===== config.mk =====
export PLATFORM = sky130hd
export DESIGN_NAME = down_count_timer
export DESIGN_NICKNAME = d
export VERILOG_FILES = /design/src/rtl/down_count_timer.sv
export SDC_FILE = /design/constraint.sdc
export NUM_CORES = 1
export LEC_CHECK = 0
export BUFFER_PORTS_ARGS = -buffer_cell sky130_fd_sc_hd__buf_2
export CAP_MARGIN = 10
export CELL_PAD_IN_SITES_DETAIL_PLACEMENT = 0
export CELL_PAD_IN_SITES_GLOBAL_PLACEMENT = 1
export CORE_AREA = 5 5 43 45
export CTS_CLUSTER_SIZE = 28
export DETAILED_ROUTE_END_ITERATION = 8
export DIE_AREA = 0 0 48 50
export PLACE_DENSITY = 0.77
export SLEW_MARGIN = 40
export SYNTH_ARGS = -nofsm -noshare
export SYNTH_HDL_FRONTEND = slang
export SYNTH_SLANG_ARGS = --single-unit

===== constraint.sdc =====
create_clock -name clk -period 1.4 [get_ports clk]
set_input_delay 0.28 -clock clk [delete_from_list [all_inputs] [get_ports clk]]
set_output_delay 0.28 -clock clk [all_outputs]
set_load 0.01 [all_outputs]

===== src/rtl/down_count_timer.sv =====
// Loadable down counter / countdown timer with a valid/ready load handshake and a done pulse.
// Define DOWN_COUNT_TIMER_AUTO_RELOAD_EN for periodic mode (reload on the enabled cycle after 0).
module down_count_timer #(
    parameter int unsigned WIDTH = 3
) (
    input  logic             clk,
    input  logic             rst,
    input  logic             i_load_valid,
    input  logic [WIDTH-1:0] i_load_value,
    output logic             o_load_ready,
    input  logic             i_en,
    input  logic             i_abort,
    output logic [WIDTH-1:0] o_count,
    output logic             o_busy,
    output logic             o_done
);

    typedef enum logic [0:0] {StIdle, StRun} state_e;

    localparam logic [WIDTH-1:0] CountZero = '0;
    localparam logic [WIDTH-1:0] CountOne  = WIDTH'(1);

    state_e           r_state, w_state_next;
    logic [WIDTH-1:0] r_count, w_count_next;
    logic             r_done, w_done_next;
`ifdef DOWN_COUNT_TIMER_AUTO_RELOAD_EN
    logic [WIDTH-1:0] r_reload, w_reload_next;
`endif

    always_comb begin
        w_state_next = r_state;
        w_count_next = r_count;
        w_done_next  = 1'b0;
`ifdef DOWN_COUNT_TIMER_AUTO_RELOAD_EN
        w_reload_next = r_reload;
`endif
        if (i_abort) begin
            w_state_next = StIdle;
            w_count_next = CountZero;
        end else begin
            unique case (r_state)
                StIdle: begin
                    if (i_load_valid) begin
                        w_count_next = i_load_value;
`ifdef DOWN_COUNT_TIMER_AUTO_RELOAD_EN
                        w_reload_next = i_load_value;
`endif
                        if (i_load_value != CountZero) begin
                            w_state_next = StRun;
                        end else begin
                            w_done_next = 1'b1;
                        end
                    end
                end
                StRun: begin
                    if (i_en) begin
                        if (r_count > CountOne) begin
                            w_count_next = r_count - CountOne;
                        end else if (r_count == CountOne) begin
                            w_count_next = CountZero;
                            w_done_next  = 1'b1;
`ifndef DOWN_COUNT_TIMER_AUTO_RELOAD_EN
                            w_state_next = StIdle;
`endif
                        end else begin
`ifdef DOWN_COUNT_TIMER_AUTO_RELOAD_EN
                            w_count_next = r_reload;
`else
                            // Zero in RUN cannot occur in one-shot mode; fall back to IDLE.
                            w_state_next = StIdle;
`endif
                        end
                    end
                end
                default: w_state_next = StIdle;
            endcase
        end
    end

    always_ff @(posedge clk or negedge rst) begin
        if (!rst) begin
            r_state <= StIdle;
            r_count <= CountZero;
            r_done  <= 1'b0;
        end else begin
            r_state <= w_state_next;
            r_count <= w_count_next;
            r_done  <= w_done_next;
        end
    end

`ifdef DOWN_COUNT_TIMER_AUTO_RELOAD_EN
    always_ff @(posedge clk or negedge rst) begin
        if (!rst) begin
            r_reload <= CountZero;
        end else begin
            r_reload <= w_reload_next;
        end
    end
`endif

    assign o_count      = r_count;
    assign o_done       = r_done;
    assign o_busy       = (r_state == StRun);
    assign o_load_ready = (r_state == StIdle);

endmodule


==> results of run 1 <==
[cell usage after synthesis, drive strengths merged, types with 2 or more instances]
cell / number
a21oi: 2
inv: 6
and3b: 2
dfrtp: 5
ha: 2
o2111ai: 3
[cell families after synthesis]
| kind of cell | share of synthesized area (%) |
|---|---|
| AOI/OAI and AO/OA | 29.82 |
| and+or+nand+nor | 24.54 |
| buffers and inverters | 8.384 |
| DFF | 31.06 |
| adders and majority gates | 6.210 |
[sequential cells by signal, summed over array words and instances, names as in the netlist]
| register | flops |
|---|---|
| o_count | 3 |
| o_busy | 1 |
| o_done | 1 |
[how the worst min path moves through the flow]
stage,depth (start not counted),startpoint,to
final,2,i_abort,o_count[2]
after global routing,2,i_abort,o_count[2]
after CTS,2,i_abort,o_count[1]
after detailed placement,1,rst,o_done
after global placement,1,rst,o_done
after floorplan,0,rst,o_busy
[power by group through the flow]
stage	logic [mW]	clock network (mW)	registers [mW]
2_1_floorplan	0.126	0	0.194
3_3_place_gp	0.246	0	0.187
3_5_place_dp	0.248	0	0.188
4_1_cts	0.279	0.176	0.189
5_1_grt	0.337	0.197	0.193
6_report	0.305	0.171	0.190
[area by class of cell]
class,instances,area (um^2),share of cell area (%)
clock buffers,4,26.28,3.962
inverters,6,22.52,3.396
multi-input cells,29,301.5,45.47
flip-flops and latches,5,127.6,19.25
well taps,16,20.02,3.019
repair buffers,26,165.2,24.91
[repair_timing]
action	in CTS	in global routing
setup buffers	2	1
gates resized for setup	3	5
endpoints found under the hold margin	5	0
pin swaps	2	3
hold buffers	1	0
setup endpoints to repair	3	3
[metal layers]
| metal | track usage, % | wire length (um) | up-vias |
|---|---|---|---|
| met5 | 0 | 0 | - |
| met4 | 4.036 | 11 | 0 |
| met3 | 5.455 | 71 | 4 |
| met2 | 16.08 | 589 | 11 |
| met1 | 14.47 | 462 | 207 |
| li1 | - | - | 215 |
[stage by stage]
stage | instance area (um^2) | std cells | hold slack, ns | setup slack [ns] | power (mW)
after global routing | 663.1 | 86 | 0.2817 | -0.08688 | 0.7269
after global placement | 558.0 | 78 | 0.1040 | -0.05240 | 0.4338
after floorplan | 416.7 | 41 | -0.01559 | 0.008622 | 0.3198
final | 663.1 | 86 | 0.2949 | -0.01073 | 0.6653
after detailed placement | 558.0 | 78 | 0.1087 | -0.02425 | 0.4362
after CTS | 625.6 | 85 | 0.2675 | -0.005640 | 0.6448
==> summary.md, run 1 <==
| Metric | Value |
|---|---|
| Status | finished, violations left |
| Failing checks | negative setup slack |
| Tmin final | 1.411 ns |
| DRC | 0 |
| Async SR Flop Fraction | 100.0% |
| Ranking of synthesized cells by area | dfrtp_1 (31%), o2111ai_1 (6.5%), ha_1 (6.2%), inv_1 (5.6%), and3b_1 (4.3%) |
| Chip width | 48 um |
| Top cell type's share of synthesized area | 31.06% |
| RR Endpoint | o_count[2] |
| Final setup vio count | 1 |
| Syn nets | 51 |
| DR WL/cell | 13.20 um |
| CTS H-tree depth | 1 |
| Critical path required time | 1.52 ns |
| Syn. warnings | 0 |
| Reg2Reg Depth | 5 |
| Hold WC Path Type | input pin to flip-flop |
| Die Y | 50 um |
| Leak | 0.3264 nW |
| I/O pins | 14 |
| Flop and latch count out of synthesis | 5 |
| Port Buffers | 13 |
| Placer Congestion | 0.7449 |
| Yosys cell types | 27 |
| Most frequent cells in the layout | buf_2 (13), buf_4 (12), inv_1 (5) |
| Max Root-Sink Buffers | 2 |
| Vias in the first global route | 453 |
| Global-route wire length before repair | 1.918 mm |
| Area grow syn2layout | 64.60% |
| Crit path to | o_count[2] |
| Worst-Skew Late Latency | 0.24 ns |
| Final Skew | 0.0003279 ns |
| Fillers | 141 |
| Net Sw Frac | 34.21% |
| Nature of the critical path endpoint | flip-flop |
| Number of inserted diodes | 0 |
| All-Layer GR Usage | 11.31% |
| Final hold viol count | 0 |
| Max_cap viols | 0 |
| DR iter-0 viols | 1 |
| Final period util | 100.8% |
| Crit path max-delay family | flip-flops |
| Worst VDD drop | 0.4765 mV |
| Cell Int Power | 0.4378 mW |
| Critical path peak fanout | 4 |
| Antenna violations before repair | 0 |
| Buf/Inv on CP | 2 |
| CTS tree | built |
| Worst setup path startpoint | o_count[1] |
| Vias | 437 |
| DRT Pass-1 Iters | 2 |
| Final WS setup | -0.01073 ns |
| Kind of critical path | flip-flop to flip-flop |
| Mapped Cells | 41 |
| Final setup TNS | -0.01073 ns |
| Final WL | 1.135 mm |
| Post-route ant nets | 0 |
| Clock share of power | 25.7% |
| Fmax | 708.9 MHz |
| Levels on crit path | 5 |
| Root Buffer Master | clkbuf_4 |
| PwrDens | 1003 mW/mm^2 |
| RR Startpoint | o_count[1] |
| Pins Over Slew Limit | 0 |
| Avg Cell Area, Syn | 9.826 um^2 |
| Largest net degree at the start of global routing | 10 |
| Startpoint types | flip-flop |
| R2r setup slk | -0.01 ns |
| Layout cells sized above 1 | 58.57% |
| Post-synth EDFFs | 0 |
| RSZ-0062 raised after global routing | yes |
| DIE AREA | 0.002400 mm^2 |
| Final nets | 81 |
| Combinational power share | 45.8% |
| CTS clk-pin slew, worst paths | 0.04 ns |
| Reg power frac | 28.5% |
| Post-synth top flop | dfrtp_1 |
| Cell taking the most area after synthesis | dfrtp_1 |
| WP data arrival | 1.53 ns |
| Sequential element share of the synthesized area | 31.06% |
| Worst path cell trace | buf_4 > nor4_4 > o211a_1 > buf_4 > o31ai_4 |
| Crit-path max cell delay | 0.42 ns |
| Post-Syn Area | 402.9 um^2 |
| Site Rows | 14 |
| Total CTS buffers | 3 |
| Rel. slew slack | 80.21% |
| Clock sinks | 5 |
| Util after Layout | 46.17% |
| Hpwl dp | 853.5 um |
| Total grt overflow | 0 |
| Net Switching | 0.2276 mW |
| Worst slew pin tran | 0.2969 ns |
| Crit path max-delay cell type | dfrtp_2 |
| Initial core utilization | 28.05% |
| Core area | 0.001436 mm^2 |
| Crit-path most repeated cell | buf_4 |
| Via density | 5.081 |
| Commonest non-fill, non-tap cell in the layout | buf_2 |
(Power assumes the default switching activity.)
==> run 2, diff against run 1 <==
- CELL_PAD_IN_SITES_DETAIL_PLACEMENT: 0 -> default
- CELL_PAD_IN_SITES_GLOBAL_PLACEMENT: 1 -> default
- CORE_AREA: 5 5 43 45 -> 5 5 42 44
- DIE_AREA: 0 0 48 50 -> 0 0 47 49
- PLACE_DENSITY: 0.77 -> 0.65
==> run 2 against run 1 <==
  * The flow now finishes without violations
  * Register-to-register slack improved by 0.05 ns
  * Die area down 4.0%
  * Non-clock buffer count decreased by 5
  * Sequential share of layout area grew 2.0 points
  * Critical path depth unchanged
  * Design area decreased by 9.6%
  * Clock power is essentially flat
  * Via count is 5.0% lower
  * Largest cell class unchanged
  * Highest routed layer unchanged
==> summary.md, run 2 (synthesized netlist as in run 1, its figures left out) <==
| Metric | Value |
|---|---|
| Vias | 415 |
| PwrDens | 1022 mW/mm^2 |
| Multi-input logic area | 262.8 um^2 |
| HP Start | i_abort |
| Kind of critical path | flip-flop to flip-flop |
| DR iter-0 viols | 5 |
| Final Skew | 0.003996 ns |
| Worst-Skew Late Latency | 0.24 ns |
| Area grow syn2layout | 48.76% |
| Worst Hold End | o_count[1] |
| WP data arrival | 1.49 ns |
| Total CTS buffers | 3 |
| Post-route ant nets | 0 |
| DR WL/cell | 13.75 um |
| Final period util | 97.50% |
| Worst path cell trace | buf_12 > nor4_2 > buf_4 > o2111ai_1 > o31a_1 |
| Via density | 5.123 |
| RR Startpoint | o_count[1] |
| Initial core utilization | 28.75% |
| Global-route wire length before repair | 1.752 mm |
| I/O pins | 14 |
| Buf/Inv on CP | 2 |
| Pins Over Slew Limit | 0 |
| Rel. slew slack | 79.78% |
| Core area | 0.001401 mm^2 |
| Hpwl dp | 899 um |
| DRC | 0 |
| Crit path max-delay cell type | dfrtp_2 |
| Total grt overflow | 0 |
| Worst slew pin tran | 0.3033 ns |
| Number of inserted diodes | 0 |
| Status | completed |
| Placed Area | 528.0 um^2 |
| Final WL | 1.114 mm |
| Antenna violations before repair | 0 |
| Clock sinks | 5 |
| Tmin final | 1.365 ns |
| Hold Path Cell Cnt | 2 |
| RSZ-0062 raised after global routing | yes |
| Critical path required time | 1.52 ns |
| Max_cap viols | 0 |
| Design Area, Final | 599.3 um^2 |
| Max Root-Sink Buffers | 2 |
| Chip width | 47 um |
| Max reg flops | 3 |
| Final hold viol count | 0 |
| Worst VDD drop | 0.4739 mV |
| Largest net degree at the start of global routing | 10 |
| DIE AREA | 0.002303 mm^2 |
| Final setup vio count | 0 |
| Hold WC Path Type | input pin to flip-flop |
| Leak | 0.2977 nW |
| Layout cells sized above 1 | 50.77% |
| All-Layer GR Usage | 10.81% |
| Die Y | 49 um |
| CTS tree | built |
| Port Buffers | 13 |
| R2r setup slk | 0.03 ns |
| Reg2Reg Depth | 5 |
| Most frequent cells in the layout | buf_2 (13), buf_4 (6), inv_1 (5) |
| RR Endpoint | o_count[0] |
| Crit-path max cell delay | 0.42 ns |
| Root Buffer Master | clkbuf_4 |
| Vias in the first global route | 414 |
| Util after Layout | 42.77% |
| Commonest non-fill, non-tap cell in the layout | buf_2 |
| Critical path peak fanout | 5 |
| CTS H-tree depth | 1 |
| CTS clk-pin slew, worst paths | 0.04 ns |
| Final nets | 76 |
| Placer Congestion | 0.7633 |
| Crit path max-delay family | flip-flops |
| DRT Pass-1 Iters | 4 |
| Fillers | 149 |
| Nature of the critical path endpoint | flip-flop |
| Site Rows | 14 |
| Fmax | 732.6 MHz |
| Startpoint types | flip-flop |
| Sequential cell area | 127.6 um^2 |
run 2: stage by stage:
step	power (mW)	TNS (ns)	worst slack, ns	hold slack (ns)	instances
2_1_floorplan	0.3198	0	0.008622	-0.01559	41
3_3_place_gp	0.4045	-0.01464	-0.01235	0.1020	74
3_5_place_dp	0.4097	-0.02398	-0.01803	0.1044	74
4_1_cts	0.6073	0	0.01695	0.2594	80
5_1_grt	0.6628	-0.06198	-0.04188	0.2650	81
6_report	0.6125	0	0.03494	0.2680	81
run 2: layout make-up:
| type | count | share of cell area, % |
|---|---|---|
| timing repair buffer | 21 | 23.38 |
| inverter | 6 | 3.758 |
| multi-input combinational | 29 | 43.84 |
| sequential | 5 | 21.29 |
| tap | 16 | 3.340 |
| clock buffer | 4 | 4.384 |
run 2: worst register-to-register path, delay by kind of cell, from the launching register on:
| family | cells | cell delay [ns] |
|---|---|---|
| compound gates | 2 | 0.24 |
| buf+inv | 2 | 0.30 |
| flops | 1 | 0.42 |
| simple gates | 1 | 0.28 |
run 2: worst max path at each step:
stage / end / slack (ns) / depth (start not counted) / from
2_1_floorplan: o_count[2] / 0.009 / 5 / o_count[0]
3_3_place_gp: o_count[1] / -0.01 / 5 / o_count[1]
3_5_place_dp: o_count[0] / -0.02 / 5 / o_count[1]
4_1_cts: o_count[2] / 0.02 / 5 / o_count[0]
5_1_grt: o_count[1] / -0.04 / 5 / o_count[1]
6_report: o_count[0] / 0.03 / 5 / o_count[1]
run 2: report_power, final:
group | internal, mW | switching [mW] | leakage [nW]
registers | 0.162 | 0.0281 | 0.0629
clock network | 0.108 | 0.0631 | 0.0150
logic | 0.136 | 0.115 | 0.220
total | 0.406 | 0.206 | 0.298
run 2: what timing repair did:
item	in CTS	in global routing
endpoints found under the setup margin	2	3
buffers inserted	1	1
cloned	0	0
pin swaps	1	1
hold buffers	1	0
gates resized for setup	0	2
endpoints found under the hold margin	5	0
run 2: layer usage:
| metal | global-route usage, % | vias up | wire length, um |
|---|---|---|---|
| met4 | 6.912 | 0 | 19 |
| met1 | 12.20 | 196 | 499 |
| li1 | - | 203 | - |
| met5 | 0 | - | 0 |
| met3 | 3.690 | 2 | 48 |
| met2 | 16.52 | 14 | 546 |
==> run 3, diff against run 2 <==
- PLACE_DENSITY: 0.65 -> 0.63
- clock period: 1.4 -> 1.6 ns (I/O delays scaled with it)
==> run 3 against run 2 <==
  * First-iteration DRC count shrank 20%
  * Combinational power is 36% lower
  * Via count down 7.2%
  * Largest power group is now sequential cells
  * Largest cell class unchanged
  * Die area unchanged
  * Hold slack better by 0.036 ns
  * Highest routed layer unchanged
  * Critical path depth is 1 lower
  * Core utilization decreased by 5.6 points
  * Power decreased by 23%
  * Fmax fell by 5.2%
==> summary.md, run 3 (synthesized netlist as in run 1, its figures left out) <==
| Metric | Value |
|---|---|
| Hold Buf Count CTS | 1 |
| CTS tree | built |
| Via density | 5.133 |
| Sequential cell area | 125.1 um^2 |
| Tmin final | 1.440 ns |
| HP Start | i_abort |
| Critical path required time | 1.71 ns |
| Clock sinks | 5 |
| Total CTS buffers | 3 |
| Core area | 0.001401 mm^2 |
| Worst setup path startpoint | o_count[0] |
| RSZ-0062 raised after global routing | no |
| Rel. slew slack | 74.65% |
| Layout cells sized above 1 | 37.29% |
| Final setup TNS | 0 ns |
| Fillers | 148 |
| Site Rows | 14 |
| Port Buffers | 13 |
| Placed cells | 70 |
| Final period util | 90.00% |
| CTS H-tree depth | 1 |
| Multi-input logic area | 244.0 um^2 |
| I/O pins | 14 |
| Max_cap viols | 0 |
| Commonest non-fill, non-tap cell in the layout | buf_2 |
| Root Buffer Master | clkbuf_4 |
| Number of inserted diodes | 0 |
| Antenna violations before repair | 0 |
| DR WL/cell | 12.39 um |
| Startpoint types | flip-flop |
| DIE AREA | 0.002303 mm^2 |
| Chip width | 47 um |
| Design Area, Final | 520.5 um^2 |
| Largest net degree at the start of global routing | 12 |
| Vias in the first global route | 364 |
| Final Skew | 0.007081 ns |
| Max Root-Sink Buffers | 2 |
| Final hold viol count | 0 |
| Pins Over Slew Limit | 0 |
| DRC | 0 |
| Global-route wire length before repair | 1.504 mm |
| Setup Buffers After CTS | 0 |
| Area grow syn2layout | 29.19% |
| Kind of critical path | flip-flop to flip-flop |
| Worst VDD drop | 0.4390 mV |
| Non-filler instance count after layout | 75 |
| Final setup vio count | 0 |
| Fmax | 694.5 MHz |
| Most frequent cells in the layout | buf_2 (13), inv_1 (6), dfrtp_1 (5) |
| Leak | 0.2668 nW |
| Final nets | 70 |
| Final WL | 929 um |
| Max reg flops | 3 |
| PwrDens | 903.5 mW/mm^2 |
| Placer Congestion | 0.7937 |
| Hpwl dp | 739.4 um |
| Post-route ant nets | 0 |
| All-Layer GR Usage | 9.322% |
| Initial core utilization | 28.75% |
| DRT Pass-1 Iters | 2 |
| Critical path peak fanout | 5 |
| Vias | 385 |
| RR Startpoint | o_count[0] |
| Worst-Skew Late Latency | 0.25 ns |
| Hold WC Path Type | input pin to flip-flop |
| Placed Area | 484.2 um^2 |
| Total grt overflow | 0 |
| CTS clk-pin slew, worst paths | 0.04 ns |
| Nature of the critical path endpoint | flip-flop |
| WP data arrival | 1.55 ns |
| DR iter-0 viols | 4 |
| Status | completed |
| Die Y | 49 um |
| Post-cts gate resize count | 0 |
| Worst slew pin tran | 0.3771 ns |
[run 3: cell count changes in the layout (fill, tap and decap cells not counted)]
| cell | change |
|---|---|
| a221oi_1 | +1 |
| a221oi_2 | -1 |
| buf_12 | -1 |
| buf_4 | -5 |
| dfrtp_1 | +2 |
| dfrtp_2 | -2 |
| ha_1 | +1 |
| ha_4 | -1 |
| inv_1 | +1 |
| inv_2 | -1 |
[run 3: report_power, final]
part | internal [mW] | switching (mW)
combinational | 0.0768 | 0.0828
clock | 0.0945 | 0.0548
sequential | 0.141 | 0.0208
[run 3: final cells by class]
| type | count | share of cell area (%) |
|---|---|---|
| repair buffers | 15 | 15.87 |
| multi-input cells | 29 | 46.88 |
| inverters | 6 | 4.327 |
| clock buffers | 4 | 5.048 |
| flip-flops and latches | 5 | 24.04 |
| well taps | 16 | 3.846 |
[run 3: metal layers]
metal / wire [um] / track usage [%] / vias to the layer above
met4: 42 / 8.295 / 0
met3: 61 / 2.952 / 4
li1: - / - / 194
met1: 459 / 12.42 / 171
met5: 0 / 0 / -
met2: 367 / 11.31 / 16
[run 3: worst paths after layout]
check / end / slack, ns / depth (start not counted)
setup / recovery: o_count[1] / 0.16 / 4
hold / removal: o_count[1] / 0.30 / 2
setup reg to reg: o_count[1] / 0.16 / 4
hold reg to reg: o_count[1] / 0.72 / 3
max in group asynchronous: o_count[1] / 1.04 / 2
min in group asynchronous: o_done / 0.42 / 2
[run 3: critical path: stages (launching register included)]
cell and delay, ns:
dfrtp_1 0.41, ha_1 0.26, nor4_2 0.29, o211a_1 0.25
o41ai_2 0.09
[run 3: through the flow]
| stage | util [%] | power, mW | hold slack, ns | worst slack (ns) |
|---|---|---|---|---|
| 3_3_place_gp | 34.55 | 0.3234 | 0.1412 | 0.1552 |
| 2_1_floorplan | - | 0.2714 | 0.02441 | 0.1629 |
| 5_1_grt | 37.14 | 0.5070 | 0.3076 | 0.06386 |
| 3_5_place_dp | 34.55 | 0.3220 | 0.1505 | 0.1539 |
| 6_report | 37.14 | 0.4703 | 0.3045 | 0.1601 |
| 4_1_cts | 37.14 | 0.4758 | 0.3075 | 0.1477 |
